==> config.mk <==
export PLATFORM = sky130hd
export DESIGN_NAME = simple_bus_master
export DESIGN_NICKNAME = d
export VERILOG_FILES = /design/src/rtl/simple_bus_master.sv
export SDC_FILE = /design/constraint.sdc
export NUM_CORES = 1
export LEC_CHECK = 0
export ABC_AREA = 1
export BUFFER_PORTS_ARGS = -buffer_cell sky130_fd_sc_hd__buf_2
export CELL_PAD_IN_SITES_DETAIL_PLACEMENT = 1
export CELL_PAD_IN_SITES_GLOBAL_PLACEMENT = 2
export CORE_MARGIN = 5
export CORE_UTILIZATION = 36
export DETAILED_ROUTE_END_ITERATION = 8
export PLACE_DENSITY = 0.81
export REMOVE_ABC_BUFFERS = 1
export SETUP_SLACK_MARGIN = 0.5
export SYNTH_ARGS = -nofsm -noshare
export SYNTH_HDL_FRONTEND = slang
export SYNTH_SLANG_ARGS = --single-unit
==> constraint.sdc <==
create_clock -name CLK -period 5 [get_ports CLK]
set_input_delay 0 -clock CLK [delete_from_list [all_inputs] [get_ports CLK]]
set_output_delay 0 -clock CLK [all_outputs]
set_load 0.005 [all_outputs]
==> src/rtl/simple_bus_master.sv <==
// Command-queued initiator for the simple ADDR/WE/WD/RD register bus.
// Define SIMPLE_BUS_MASTER_POLL_EN to enable poll commands (op 2); otherwise op 2 returns an error.
module simple_bus_master #(
   parameter int ADDR_W   = 32,
   parameter int DATA_W   = 32,
   parameter int FIFO_D   = 4,
   parameter int POLL_TMO = 16
) (
   input  logic              CLK,
   input  logic              RST,
   input  logic              CMD_VLD,
   output logic              CMD_RDY,
   input  logic [1:0]        CMD_OP,
   input  logic [ADDR_W-1:0] CMD_ADDR,
   input  logic [DATA_W-1:0] CMD_WD,
   input  logic [DATA_W-1:0] CMD_MASK,
   output logic              RSP_VLD,
   input  logic              RSP_RDY,
   output logic [DATA_W-1:0] RSP_DATA,
   output logic              RSP_ERR,
   output logic [ADDR_W-1:0] ADDR,
   output logic              WE,
   output logic [DATA_W-1:0] WD,
   input  logic [DATA_W-1:0] RD
);

   localparam int AW_P = $clog2(FIFO_D);
   localparam int PW   = AW_P + 1;

   typedef struct packed {
      logic [1:0]        op;
      logic [ADDR_W-1:0] addr;
      logic [DATA_W-1:0] wd;
`ifdef SIMPLE_BUS_MASTER_POLL_EN
      logic [DATA_W-1:0] mask;
`endif
   } cmd_t;

   typedef enum logic [1:0] {IDLE, ACCESS, RESP} state_t;

   state_t            state, state_n;
   cmd_t              mem [FIFO_D];
   cmd_t              push_cmd;
   cmd_t              wk;
   logic [PW-1:0]     wr_ptr, rd_ptr;
   logic              full, empty, push, pop;
   logic              capture, cap_err;
   logic [DATA_W-1:0] cap_data;
   logic [DATA_W-1:0] rsp_data;
   logic              rsp_err;

   // Pointers carry one extra wrap bit so full and empty are distinguishable.
   assign empty   = (wr_ptr == rd_ptr);
   assign full    = (wr_ptr[PW-1] != rd_ptr[PW-1]) &&
                    (wr_ptr[PW-2:0] == rd_ptr[PW-2:0]);
   assign CMD_RDY = !full;
   assign push    = CMD_VLD && !full;
   assign pop     = (state == IDLE) && !empty;

   always_comb begin
      push_cmd      = '0;
      push_cmd.op   = CMD_OP;
      push_cmd.addr = CMD_ADDR;
      push_cmd.wd   = CMD_WD;
`ifdef SIMPLE_BUS_MASTER_POLL_EN
      push_cmd.mask = CMD_MASK;
`endif
   end

   always_ff @(posedge CLK) begin
      if (push) mem[wr_ptr[AW_P-1:0]] <= push_cmd;
   end

   always_ff @(posedge CLK or negedge RST) begin
      if (!RST) begin
         wr_ptr <= '0;
         rd_ptr <= '0;
      end else begin
         if (push) wr_ptr <= wr_ptr + PW'(1);
         if (pop)  rd_ptr <= rd_ptr + PW'(1);
      end
   end

`ifdef SIMPLE_BUS_MASTER_POLL_EN
   localparam int CW = $clog2(POLL_TMO + 1);
   logic [CW-1:0] cnt;
   logic          cnt_inc;
   logic          poll_hit, poll_last;

   assign poll_hit  = ((RD ^ wk.wd) & wk.mask) == '0;
   // cnt holds the number of reads already done, so this read is number cnt+1.
   assign poll_last = (cnt == CW'(POLL_TMO - 1));

   always_ff @(posedge CLK or negedge RST) begin
      if (!RST)         cnt <= '0;
      else if (pop)     cnt <= '0;
      else if (cnt_inc) cnt <= cnt + CW'(1);
   end
`else
   logic unused_mask;
   assign unused_mask = ^CMD_MASK;
`endif

   always_ff @(posedge CLK or negedge RST) begin
      if (!RST) state <= IDLE;
      else      state <= state_n;
   end

   always_comb begin
      state_n = state;
      case (state)
         IDLE:   if (!empty) state_n = ACCESS;
         ACCESS: begin
            case (wk.op)
               2'd0: state_n = IDLE;
               2'd1: state_n = RESP;
`ifdef SIMPLE_BUS_MASTER_POLL_EN
               2'd2: if (poll_hit || poll_last) state_n = RESP;
`endif
               default: state_n = RESP;
            endcase
         end
         RESP:   if (RSP_RDY) state_n = IDLE;
         default: state_n = IDLE;
      endcase
   end

   always_comb begin
      ADDR     = '0;
      WD       = '0;
      WE       = 1'b0;
      RSP_VLD  = (state == RESP);
      capture  = 1'b0;
      cap_data = '0;
      cap_err  = 1'b0;
`ifdef SIMPLE_BUS_MASTER_POLL_EN
      cnt_inc  = 1'b0;
`endif
      if (state == ACCESS) begin
         case (wk.op)
            2'd0: begin
               ADDR = wk.addr;
               WD   = wk.wd;
               WE   = 1'b1;
            end
            2'd1: begin
               ADDR     = wk.addr;
               capture  = 1'b1;
               cap_data = RD;
            end
`ifdef SIMPLE_BUS_MASTER_POLL_EN
            2'd2: begin
               ADDR = wk.addr;
               if (poll_hit || poll_last) begin
                  capture  = 1'b1;
                  cap_data = RD;
                  cap_err  = !poll_hit;
               end else begin
                  cnt_inc = 1'b1;
               end
            end
`endif
            default: begin
               capture = 1'b1;
               cap_err = 1'b1;
            end
         endcase
      end
   end

   always_ff @(posedge CLK or negedge RST) begin
      if (!RST) begin
         wk       <= '0;
         rsp_data <= '0;
         rsp_err  <= 1'b0;
      end else begin
         if (pop) wk <= mem[rd_ptr[AW_P-1:0]];
         if (capture) begin
            rsp_data <= cap_data;
            rsp_err  <= cap_err;
         end
      end
   end

   assign RSP_DATA = rsp_data;
   assign RSP_ERR  = rsp_err;

endmodule

==> results.py, run 1 <==
metrics = {
    "cells_and_area": {
        "areaGrowthSynthToFinish_pct": 24.5,
        "final_nets": 2086,
        "final_core_util": 0.452,
        "drive_above_1_share": 0.148,
        "fillers": 4967,
    },
    "route": {
        "first_pass_iters": 4,
        "detail-route-antenna-nets": 0,
        "drc": 0,
        "drt-total-wl_mm": 45.2,
        "vias": 11900,
        "viasPerCell": 4.62,
        "drt_iter0_markers": 631,
        "wl_per_cell_um": 17.5,
    },
    "setup_path": {
        "cp-start-kind": "flip-flop",
        "worstPathRequired_ps": 5410,
        "cp_data_arrival_time_ps": 3310,
        "worstPathMaxFanout": 34,
        "path_class": "reg2reg",
        "worstPathCellList": "inv_2, nand4_1, o21ai_0",
        "critPathMaxStageDelay_ps": 1090,
        "cp_top_family": "simple AND/OR/NAND/NOR gates",
        "cp-end-kind": "flip-flop",
        "critPathBufInv": 1,
        "critical-path-slowest-cell": "nand4_1",
    },
    "power_and_ir_drop": {
        "irDropWorstVdd_mv": 0.370,
        "combPwrFrac": 0.354,
        "p_seq_frac": 0.388,
        "switching_share": 0.384,
        "intPower_w": 0.00737,
        "p_per_area_mw_per_mm2": 601,
        "netSwitchingPower_w": 0.00459,
        "total_leakage_power_nw": 9.65,
        "p_clk_frac": 0.258,
    },
    "floorplan": {
        "initial_core_util": 0.363,
        "dieHeight_um": 221,
        "rows": 77,
        "core_mm2": 0.0440,
        "die_area_mm2": 0.0487,
        "io_pins": 234,
        "die_w_um": 221,
    },
    "sta": {
        "finalSetupViolCount": 0,
        "post-route-period-util": 0.578,
        "max_slew_margin": 0.242,
        "rsz0062_at_grt": "false",
        "clock_skew_ps": 20.9,
        "min_period_ps": 2890,
        "hold_violations": 0,
        "fin_ws_ps": 2110,
        "whs_ps": 45.7,
        "final-max-slew-violation-count": 0,
        "fmax_mhz": 346,
        "worst_pin_slew_ps": 1130,
    },
    "global_routing": {
        "overflow": 0,
        "grt_pass1_wl_mm": 70.2,
        "grt_pass1_vias": 12700,
        "track_usage": 0.186,
        "grt_max_degree": 87,
        "antenna_found_initial": 7,
    },
    "synthesis": {
        "syn_area_per_cell_um2": 9.57,
        "synth-edff-count": 264,
        "yosysTopAreaCell": "edfxtp_1",
        "synth.top_cells.by_count": "581 x nand2_1, 307 x inv_1, 264 x edfxtp_1, 205 x nand3_1, 107 x dfrtp_1",
        "synth_async_sr_flop_share": 0.288,
        "syn_area_mm2": 0.0160,
        "synthCells": 1670,
        "synth_seq_area_share": 0.663,
        "synth_cell_type_count": 24,
        "synth_area_leaders": "edfxtp_1 50%, dfrtp_1 17%, nand2_1 14%",
        "yosysWarnings": 0,
        "yosysMostFrequentCell": "nand2_1",
        "yosys.area.top_type_share": 0.496,
        "ys.flop_type": "edfxtp_1",
        "yosys_register_bits": 371,
    },
    "worst_hold_path": {
        "hold_class": "in2async",
    },
    "clocking": {
        "numCtsBuffers": 42,
        "cts.path.max_buffers": 3,
        "postCtsSetupRepairBufs": 0,
        "clkTransAtPathRegs_ps": 60,
        "root_buffer": "clkbuf_16",
        "cts_tree": "yes",
        "cts_sinks": 371,
        "htree_levels": 2,
        "worstSkewPairLatency_ps": 560,
    },
    "place": {
        "port_buffers": 201,
        "gp_congestion": 0.707,
        "dpl.hpwl_mm": 25.1,
        "place_ws_ps": 1980,
    },
    "run_status": {
        "run_status": "complete, no violations",
    },
    "flow_run": {
        "drv_cap": 0,
    },
}
power groups by stage:
stage	combinational [W]	sequential [W]	clock, W
after global placement	0.00417	0.00466	0
after global routing	0.00484	0.00473	0.00330
after floorplan	0.00248	0.00476	0
after detailed placement	0.00429	0.00470	0
final	0.00423	0.00464	0.00308
after CTS	0.00437	0.00465	0.00317
cells by family after synthesis:
| group | after synthesis | synth area share |
|---|---|---|
| XOR/XNOR | 3 | 0.00211 |
| AO/OA/AOI/OAI | 34 | 0.0108 |
| flip-flops | 371 | 0.663 |
| buffers and inverters | 394 | 0.0989 |
| AND/OR/NAND/NOR | 863 | 0.221 |
| adder cells (fa/ha/maj) | 5 | 0.00391 |
sequential cells by signal, indices dropped and copies added, names as in the netlist:
signal	count
RSP_DATA	32
RSP_ERR	1
mem	264
rd_ptr	3
state	2
wk	66
wr_ptr	3
layout make-up:
cell class,count,area (µm²),area share
repair buffers,317,2150,0.108
diodes,4,10.0,0.000503
well taps,592,741,0.0372
clock buffers,59,1190,0.0596
multi-input cells,905,3840,0.193
inverters,310,1170,0.0587
clock inverters,18,193,0.00968
flip-flops and latches,371,10600,0.533
layer usage:
metal,track usage,wire (µm)
met5,0,33
met4,0.0517,876
met3,0.0345,2220
met2,0.332,22300
met1,0.233,19700
per-stage QoR:
step	TNS (ps)	cells	power, W	cell area (µm²)
after floorplan	-765550	1586	0.00724	15600
after global placement	0	2394	0.00884	17500
after detailed placement	0	2394	0.00899	17500
after CTS	0	2572	0.0122	19900
after global routing	0	2576	0.0129	19900
final	0	2576	0.0120	19900
cells in the final DEF (no fill, tap or decap), types with 33 or more instances in the layout:
cell type      count
clkbuf_16         43
inv_1            306
nor2_1            66
nand3_1          205
nand2_1          580
buf_2            200
o21ai_0           33
dfrtp_1          105
dlygate4sd3_1    101
edfxtp_1         264
path summary, 6_finish.rpt:
check / from / end / slack [ps] / cells past startpoint
min reg2reg: wk[43]$_DFFE_PN0P_ / wk[43]$_DFFE_PN0P_ / 470 / 2
min: RST / RSP_DATA[21]$_DFFE_PN0P_ / 50 / 2
min in group CLK: CMD_WD[25] / mem[0][25]$_DFFE_PP_ / 190 / 2
max in group asynchronous: RST / rd_ptr[0]$_DFFE_PN0P_ / 3760 / 3
max: wk[65]$_DFFE_PN0P_ / RSP_DATA[5]$_DFFE_PN0P_ / 2110 / 3
max reg2reg: wk[65]$_DFFE_PN0P_ / RSP_DATA[5]$_DFFE_PN0P_ / 2110 / 3
what timing repair did:
action | CTS | global route
hold buffers | 101 | 0
hold endpoints to repair | 370 | 0
resized for setup | 0 | 0
Power figures use the tool's default switching activity.
==> inputs of run 2 (changes only) <==
CORE_UTILIZATION = 32   (was 36)
PLACE_DENSITY = 0.76   (was 0.81)
clock period = 2.5 ns   (was 5 ns; I/O delays follow)
==> run 2 against run 1 <==
Effect of this change: clock skew is 7.9 ps lower; final area is 2.4% higher; total power rose by 100%; via count is 0.45% higher; critical path depth rose by 2; final cell count increased by 3.9%; sequential cell count unchanged; first-iteration DRC count fell by 29%; critical endpoint is now WE.
==> results.py, run 2 (synthesis results as in run 1) <==
metrics = {
    "flow_run": {
        "drv_cap": 0,
    },
    "clocking": {
        "htree_levels": 2,
        "cts.path.max_buffers": 3,
        "cts_tree": "yes",
        "worstSkewPairLatency_ps": 550,
        "root_buffer": "clkbuf_16",
        "numCtsBuffers": 42,
        "cts_sinks": 371,
        "clkTransAtPathRegs_ps": 60,
    },
    "sta": {
        "final-max-slew-violation-count": 0,
        "max_slew_margin": 0.554,
        "fmax_mhz": 525,
        "finalSetupViolCount": 0,
        "hold_violations": 0,
        "rsz0062_at_grt": "true",
        "post-route-period-util": 0.761,
        "worst_pin_slew_ps": 669,
        "min_period_ps": 1900,
        "clock_skew_ps": 13.0,
    },
    "setup_path": {
        "cp_num_cells": 5,
        "critPathMaxStageDelay_ps": 420,
        "cp-end-kind": "output port",
        "r2r_slack_ps": 630,
        "critPathCapture": "WE",
        "cp_data_arrival_time_ps": 1900,
        "ff2ff_path_depth": 6,
        "cp-start-kind": "flip-flop",
        "critPathBufInv": 3,
        "worstPathRequired_ps": 2500,
        "r2r-start": "rd_ptr[0]$_DFFE_PN0P_",
        "worstPathMaxFanout": 38,
        "worstSetupStartpoint": "state[1]$_DFFE_PN0P_",
        "path_class": "reg2out",
        "rr_endpoint": "mem[2][38]$_DFFE_PP_",
        "cp_top_family": "buffers and inverters",
        "worstPathCellList": "inv_2, nand2_8, buf_8, nor3_1, buf_2",
        "critical-path-slowest-cell": "dfrtp_1",
    },
    "global_routing": {
        "grt_use_met1": 0.209,
        "grt_max_degree": 134,
        "grt_pass1_vias": 12800,
        "overflow": 0,
        "gr-usage-met2": 0.300,
        "gr-usage-met3": 0.0315,
        "antenna_found_initial": 5,
        "track_usage": 0.167,
        "grt-busiest-layer": "met2",
        "grt_pass1_wl_mm": 71.3,
    },
    "worst_hold_path": {
        "hold_class": "in2async",
    },
    "place": {
        "dpl.hpwl_mm": 26.7,
        "dp.cells": 2489,
        "gp_congestion": 0.713,
        "port_buffers": 201,
    },
    "floorplan": {
        "dieHeight_um": 234,
        "core_mm2": 0.0498,
        "rows": 82,
        "io_pins": 234,
        "die_area_mm2": 0.0545,
        "initial_core_util": 0.321,
        "die_w_um": 234,
    },
    "run_status": {
        "run_status": "complete, no violations",
    },
    "route": {
        "vias": 12000,
        "drt-total-wl_mm": 46.2,
        "detail-route-antenna-nets": 0,
        "drt_iter0_markers": 449,
        "wl_per_cell_um": 17.2,
        "first_pass_iters": 4,
        "viasPerCell": 4.47,
        "drc": 0,
    },
    "cells_and_area": {
        "layout_commonest_cell": "nand2_1",
        "areaGrowthSynthToFinish_pct": 27.5,
        "final_nets": 2107,
        "largest_reg_flops": 264,
        "drive_above_1_share": 0.160,
        "most-common-layout-cells": "579 x nand2_1, 305 x inv_1, 264 x edfxtp_1, 204 x nand3_1, 200 x buf_2",
        "final_cells": 2676,
        "fillers": 5698,
    },
    "power_and_ir_drop": {
        "irDropWorstVdd_mv": 0.801,
        "total_power_w": 0.0245,
        "p_per_area_mw_per_mm2": 1200,
        "total_leakage_power_nw": 9.81,
    },
}
## run 2: worst min path at each step
stage,startpoint,end,slack [ps]
floorplan,RST,RSP_DATA[0]$_DFFE_PN0P_,-300
global placement,RST,RSP_DATA[21]$_DFFE_PN0P_,60
detailed placement,RST,RSP_DATA[16]$_DFFE_PN0P_,70
CTS,RST,RSP_DATA[16]$_DFFE_PN0P_,40
global route,RST,RSP_DATA[16]$_DFFE_PN0P_,60
finish,RST,RSP_DATA[16]$_DFFE_PN0P_,20
## run 2: area by class of cell
type	count	area [µm²]	area share
Clock buffer	59	1190	0.0582
Antenna cell	4	10.0	0.000491
Multi-Input combinational cell	905	3870	0.190
Sequential cell	371	10600	0.521
Timing Repair Buffer	338	2500	0.123
Inverter	310	1170	0.0573
Tap cell	672	841	0.0413
Clock inverter	17	196	0.00964
## run 2: power by group
group          internal [W]  switching, W  leakage (nW)
sequential          0.00849      0.000704          3.76
combinational       0.00294       0.00621          5.38
clock               0.00372       0.00241         0.667
## run 2: what timing repair did
item                                    CTS  global route
pin swaps                                 0             2
gates cloned                              0             3
setup buffers                             0             3
endpoints found under the setup margin  340           227
hold buffers                            101             0
endpoints found under the hold margin   360             0
resized for setup                        13             8
## run 2: routing by layer
| layer | up-vias | part of all wire |
|---|---|---|
| li1 | 5796 | - |
| met1 | 5870 | 0.44 |
| met2 | 227 | 0.50 |
| met3 | 60 | 0.043 |
| met4 | 2 | 0.017 |
| met5 | - | 0.00015 |
## run 2: per-stage QoR
stage	util	worst slack (ps)	TNS [ps]	cell area, µm²	hold WS, ps
after floorplan	-	-5310	-1609150	15600	-296
after global placement	0.358	287	0	17800	60.5
after detailed placement	0.358	237	0	17800	66.5
after CTS	0.407	499	0	20300	44.9
after global routing	0.410	490	0	20400	58.7
final	0.410	596	0	20400	20.6
==> inputs of run 3 (changes only) <==
ABC_AREA = 0   (was 1)
CORE_UTILIZATION = 42   (was 32)
PLACE_DENSITY = 0.8   (was 0.76)
clock period = 1.85 ns   (was 2.5 ns; I/O delays follow)
==> run 3 against run 2 <==
Effect of this change: the flow now finishes with violations (negative hold slack, negative setup slack); final area grew 6.0%; area after synthesis shrank 12%; register-to-register slack lost 820 ps; clock skew grew 26 ps; non-clock buffer count grew 132; sequential cell count is the same; utilization grew 24 points; final cell count shrank 39%; worst setup slack lost 780 ps; sequential share of layout area shrank 2.9 points; critical path type is now reg2reg; highest routed layer is now met4.
==> results.py, run 3 <==
metrics = {
    "power_and_ir_drop": {
        "total_power_w": 0.0401,
        "total_leakage_power_nw": 8.63,
        "irDropWorstVdd_mv": 0.890,
        "p_per_area_mw_per_mm2": 1850,
    },
    "cells_and_area": {
        "areaGrowthSynthToFinish_pct": 53.5,
        "largest_reg_flops": 264,
        "most-common-layout-cells": "264 x edfxtp_1, 155 x buf_2, 101 x dlygate4sd3_1, 99 x dfrtp_1, 81 x buf_6",
        "fillers": 2776,
        "drive_above_1_share": 0.530,
        "final_core_util": 0.649,
        "final_nets": 1289,
        "layout_commonest_cell": "edfxtp_1",
        "final_cells": 1627,
    },
    "setup_path": {
        "worstPathCellList": "xnor2_4, buf_12, a31oi_4, buf_12, buf_12, buf_6, buf_16, mux2_4",
        "critical-path-slowest-cell": "dfrtp_4",
        "worstPathMaxFanout": 5,
        "worstPathRequired_ps": 2250,
        "cp-end-kind": "flip-flop",
        "worstSetupStartpoint": "rd_ptr[1]$_DFFE_PN0P_",
        "crit_top_cell": "buf_12",
        "ff2ff_path_depth": 8,
        "critPathMaxStageDelay_ps": 520,
        "path_class": "reg2reg",
        "cp_data_arrival_time_ps": 2440,
        "cp-start-kind": "flip-flop",
        "r2r-start": "rd_ptr[1]$_DFFE_PN0P_",
    },
    "synthesis": {
        "synth_top_family_by_area": "multiplexers",
        "syn_area_per_cell_um2": 20.9,
        "synth-xor-area-share": 0.00605,
        "synth_seq_area_share": 0.754,
        "yosysTopAreaCell": "edfxtp_1",
        "synthCells": 674,
        "yosys.area_share.simple": 0.0336,
        "synth_async_sr_flop_share": 0.288,
        "synthMuxAreaShare": 0.162,
        "syn_area_mm2": 0.0141,
        "yosys.area.top_type_share": 0.564,
        "yosysMostFrequentCell": "edfxtp_1",
        "yosysWarnings": 0,
        "synth-edff-count": 264,
        "yosys_register_bits": 371,
        "synth_cell_type_count": 28,
        "synth_area_leaders": "edfxtp_1 56%, dfrtp_1 19%, mux4_2 11%",
        "synth.top_cells.by_count": "264 x edfxtp_1, 107 x dfrtp_1, 67 x and2_1, 66 x mux4_2, 60 x mux2_2",
        "ys.flop_type": "edfxtp_1",
        "synth_adder_area_share": 0.00445,
        "synth-compound-area-share": 0.0243,
    },
    "sta": {
        "final-max-slew-violation-count": 0,
        "finalSetupViolCount": 376,
        "fmax_mhz": 491,
        "post-route-period-util": 1.10,
        "min_period_ps": 2040,
        "max_slew_margin": 0.703,
        "hold_violations": 4,
        "rsz0062_at_grt": "true",
        "worst_pin_slew_ps": 445,
        "clock_skew_ps": 38.6,
        "setup_tns_ps": -34460,
        "whs_ps": -13.6,
        "fin_ws_ps": -186,
    },
    "clocking": {
        "cts_sinks": 371,
        "htree_levels": 2,
        "cts_tree": "yes",
        "worstSkewPairLatency_ps": 550,
        "clkTransAtPathRegs_ps": 80,
        "root_buffer": "clkbuf_16",
        "numCtsBuffers": 39,
        "cts.path.max_buffers": 3,
    },
    "run_status": {
        "run_status": "finished with violations",
        "failed_checks": "negative hold slack, negative setup slack",
    },
    "floorplan": {
        "die_area_mm2": 0.0373,
        "dieHeight_um": 193,
        "core_mm2": 0.0333,
        "initial_core_util": 0.423,
        "io_pins": 234,
        "rows": 67,
        "die_w_um": 193,
    },
    "global_routing": {
        "grt_max_degree": 70,
        "grt_pass1_wl_mm": 65.9,
        "overflow": 0,
        "track_usage": 0.244,
        "antenna_found_initial": 1,
        "grt_pass1_vias": 9604,
    },
    "place": {
        "port_buffers": 201,
        "gp_congestion": 0.691,
        "dpl.hpwl_mm": 19.1,
        "dp.cells": 1321,
    },
    "flow_run": {
        "drv_cap": 0,
    },
    "route": {
        "wl_per_cell_um": 29.9,
        "drc": 0,
        "vias": 8751,
        "drt-total-wl_mm": 48.6,
        "detail-route-antenna-nets": 0,
        "first_pass_iters": 5,
        "viasPerCell": 5.38,
        "drt_iter0_markers": 633,
    },
    "worst_hold_path": {
        "hold_class": "in2async",
    },
}
-- run 3: cell count changes after synthesis, moves of 33 or more --
cell	before	now
inv_1	307	5
and2_1	0	67
mux2_2	0	60
nand3_1	205	1
mux4_2	0	66
nor2_1	71	2
a22o_1	0	33
nand2_1	581	1
-- run 3: layout make-up --
type	count	area, µm²	share of cell area
Antenna cell	1	2.50	0.000116
Clock buffer	55	1060	0.0489
Clock inverter	14	146	0.00678
Inverter	5	18.8	0.000869
Multi-Input combinational cell	263	3700	0.171
Sequential cell	371	10600	0.492
Tap cell	448	561	0.0260
Timing Repair Buffer	470	5500	0.255
-- run 3: per-stage QoR --
step / setup slack [ps] / area (µm²) / hold WS (ps)
2_1_floorplan: -5610 / 13900 / -296
3_3_place_gp: -46.2 / 16000 / -187
3_5_place_dp: -65.0 / 16000 / -180
4_1_cts: -103 / 21000 / 22.4
5_1_grt: -208 / 21600 / 5.81
6_report: -186 / 21600 / -13.6
-- run 3: per-layer routing --
metal  vias to the layer above  GRT usage  share of wire
met5                         -          0              0
met4                         0     0.0798          0.028
met3                        74     0.0452          0.053
met2                       355      0.429           0.52
met1                      4694      0.309           0.40
li1                       3628          -              -
-- run 3: cells by family after synthesis --
| logic type | count (synthesis) |
|---|---|
| flip-flops | 371 |
| buffers and inverters | 40 |
| AND/OR/NAND/NOR | 77 |
| adder cells (fa/ha/maj) | 5 |
| AO/OA/AOI/OAI | 39 |
| multiplexers | 134 |
| XOR/XNOR | 8 |
-- run 3: where the power goes --
part	switching, W	internal (W)	leakage [nW]
combinational	0.00776	0.0116	4.32
sequential	0.00128	0.0116	3.72
clock	0.00336	0.00441	0.586
total	0.0124	0.0277	8.63
-- run 3: timing repair --
item,in CTS,in global routing
gates cloned,44,5
endpoints found under the hold margin,404,0
setup buffers,67,19
setup endpoints to repair,437,437
gates resized for setup,222,73
hold buffers,101,0
pin swaps,17,19
-- run 3: final timing paths --
path | endpoint | slack, ps
max | wk[43]$_DFFE_PN0P_ | -190
max in group asynchronous | wk[62]$_DFFE_PN0P_ | 1320
max reg2reg | wk[43]$_DFFE_PN0P_ | -190
min | wk[38]$_DFFE_PN0P_ | -10
min in group CLK | mem[0][23]$_DFFE_PP_ | 230
min reg2reg | RSP_DATA[21]$_DFFE_PN0P_ | 500
-- run 3: critical path, delay by kind of cell (launching register included) --
kind	cells	cell delay, ps
buffers and inverters	5	660
XOR/XNOR	1	160
multiplexers	1	300
flip-flops	1	520
AO/OA/AOI/OAI	1	230
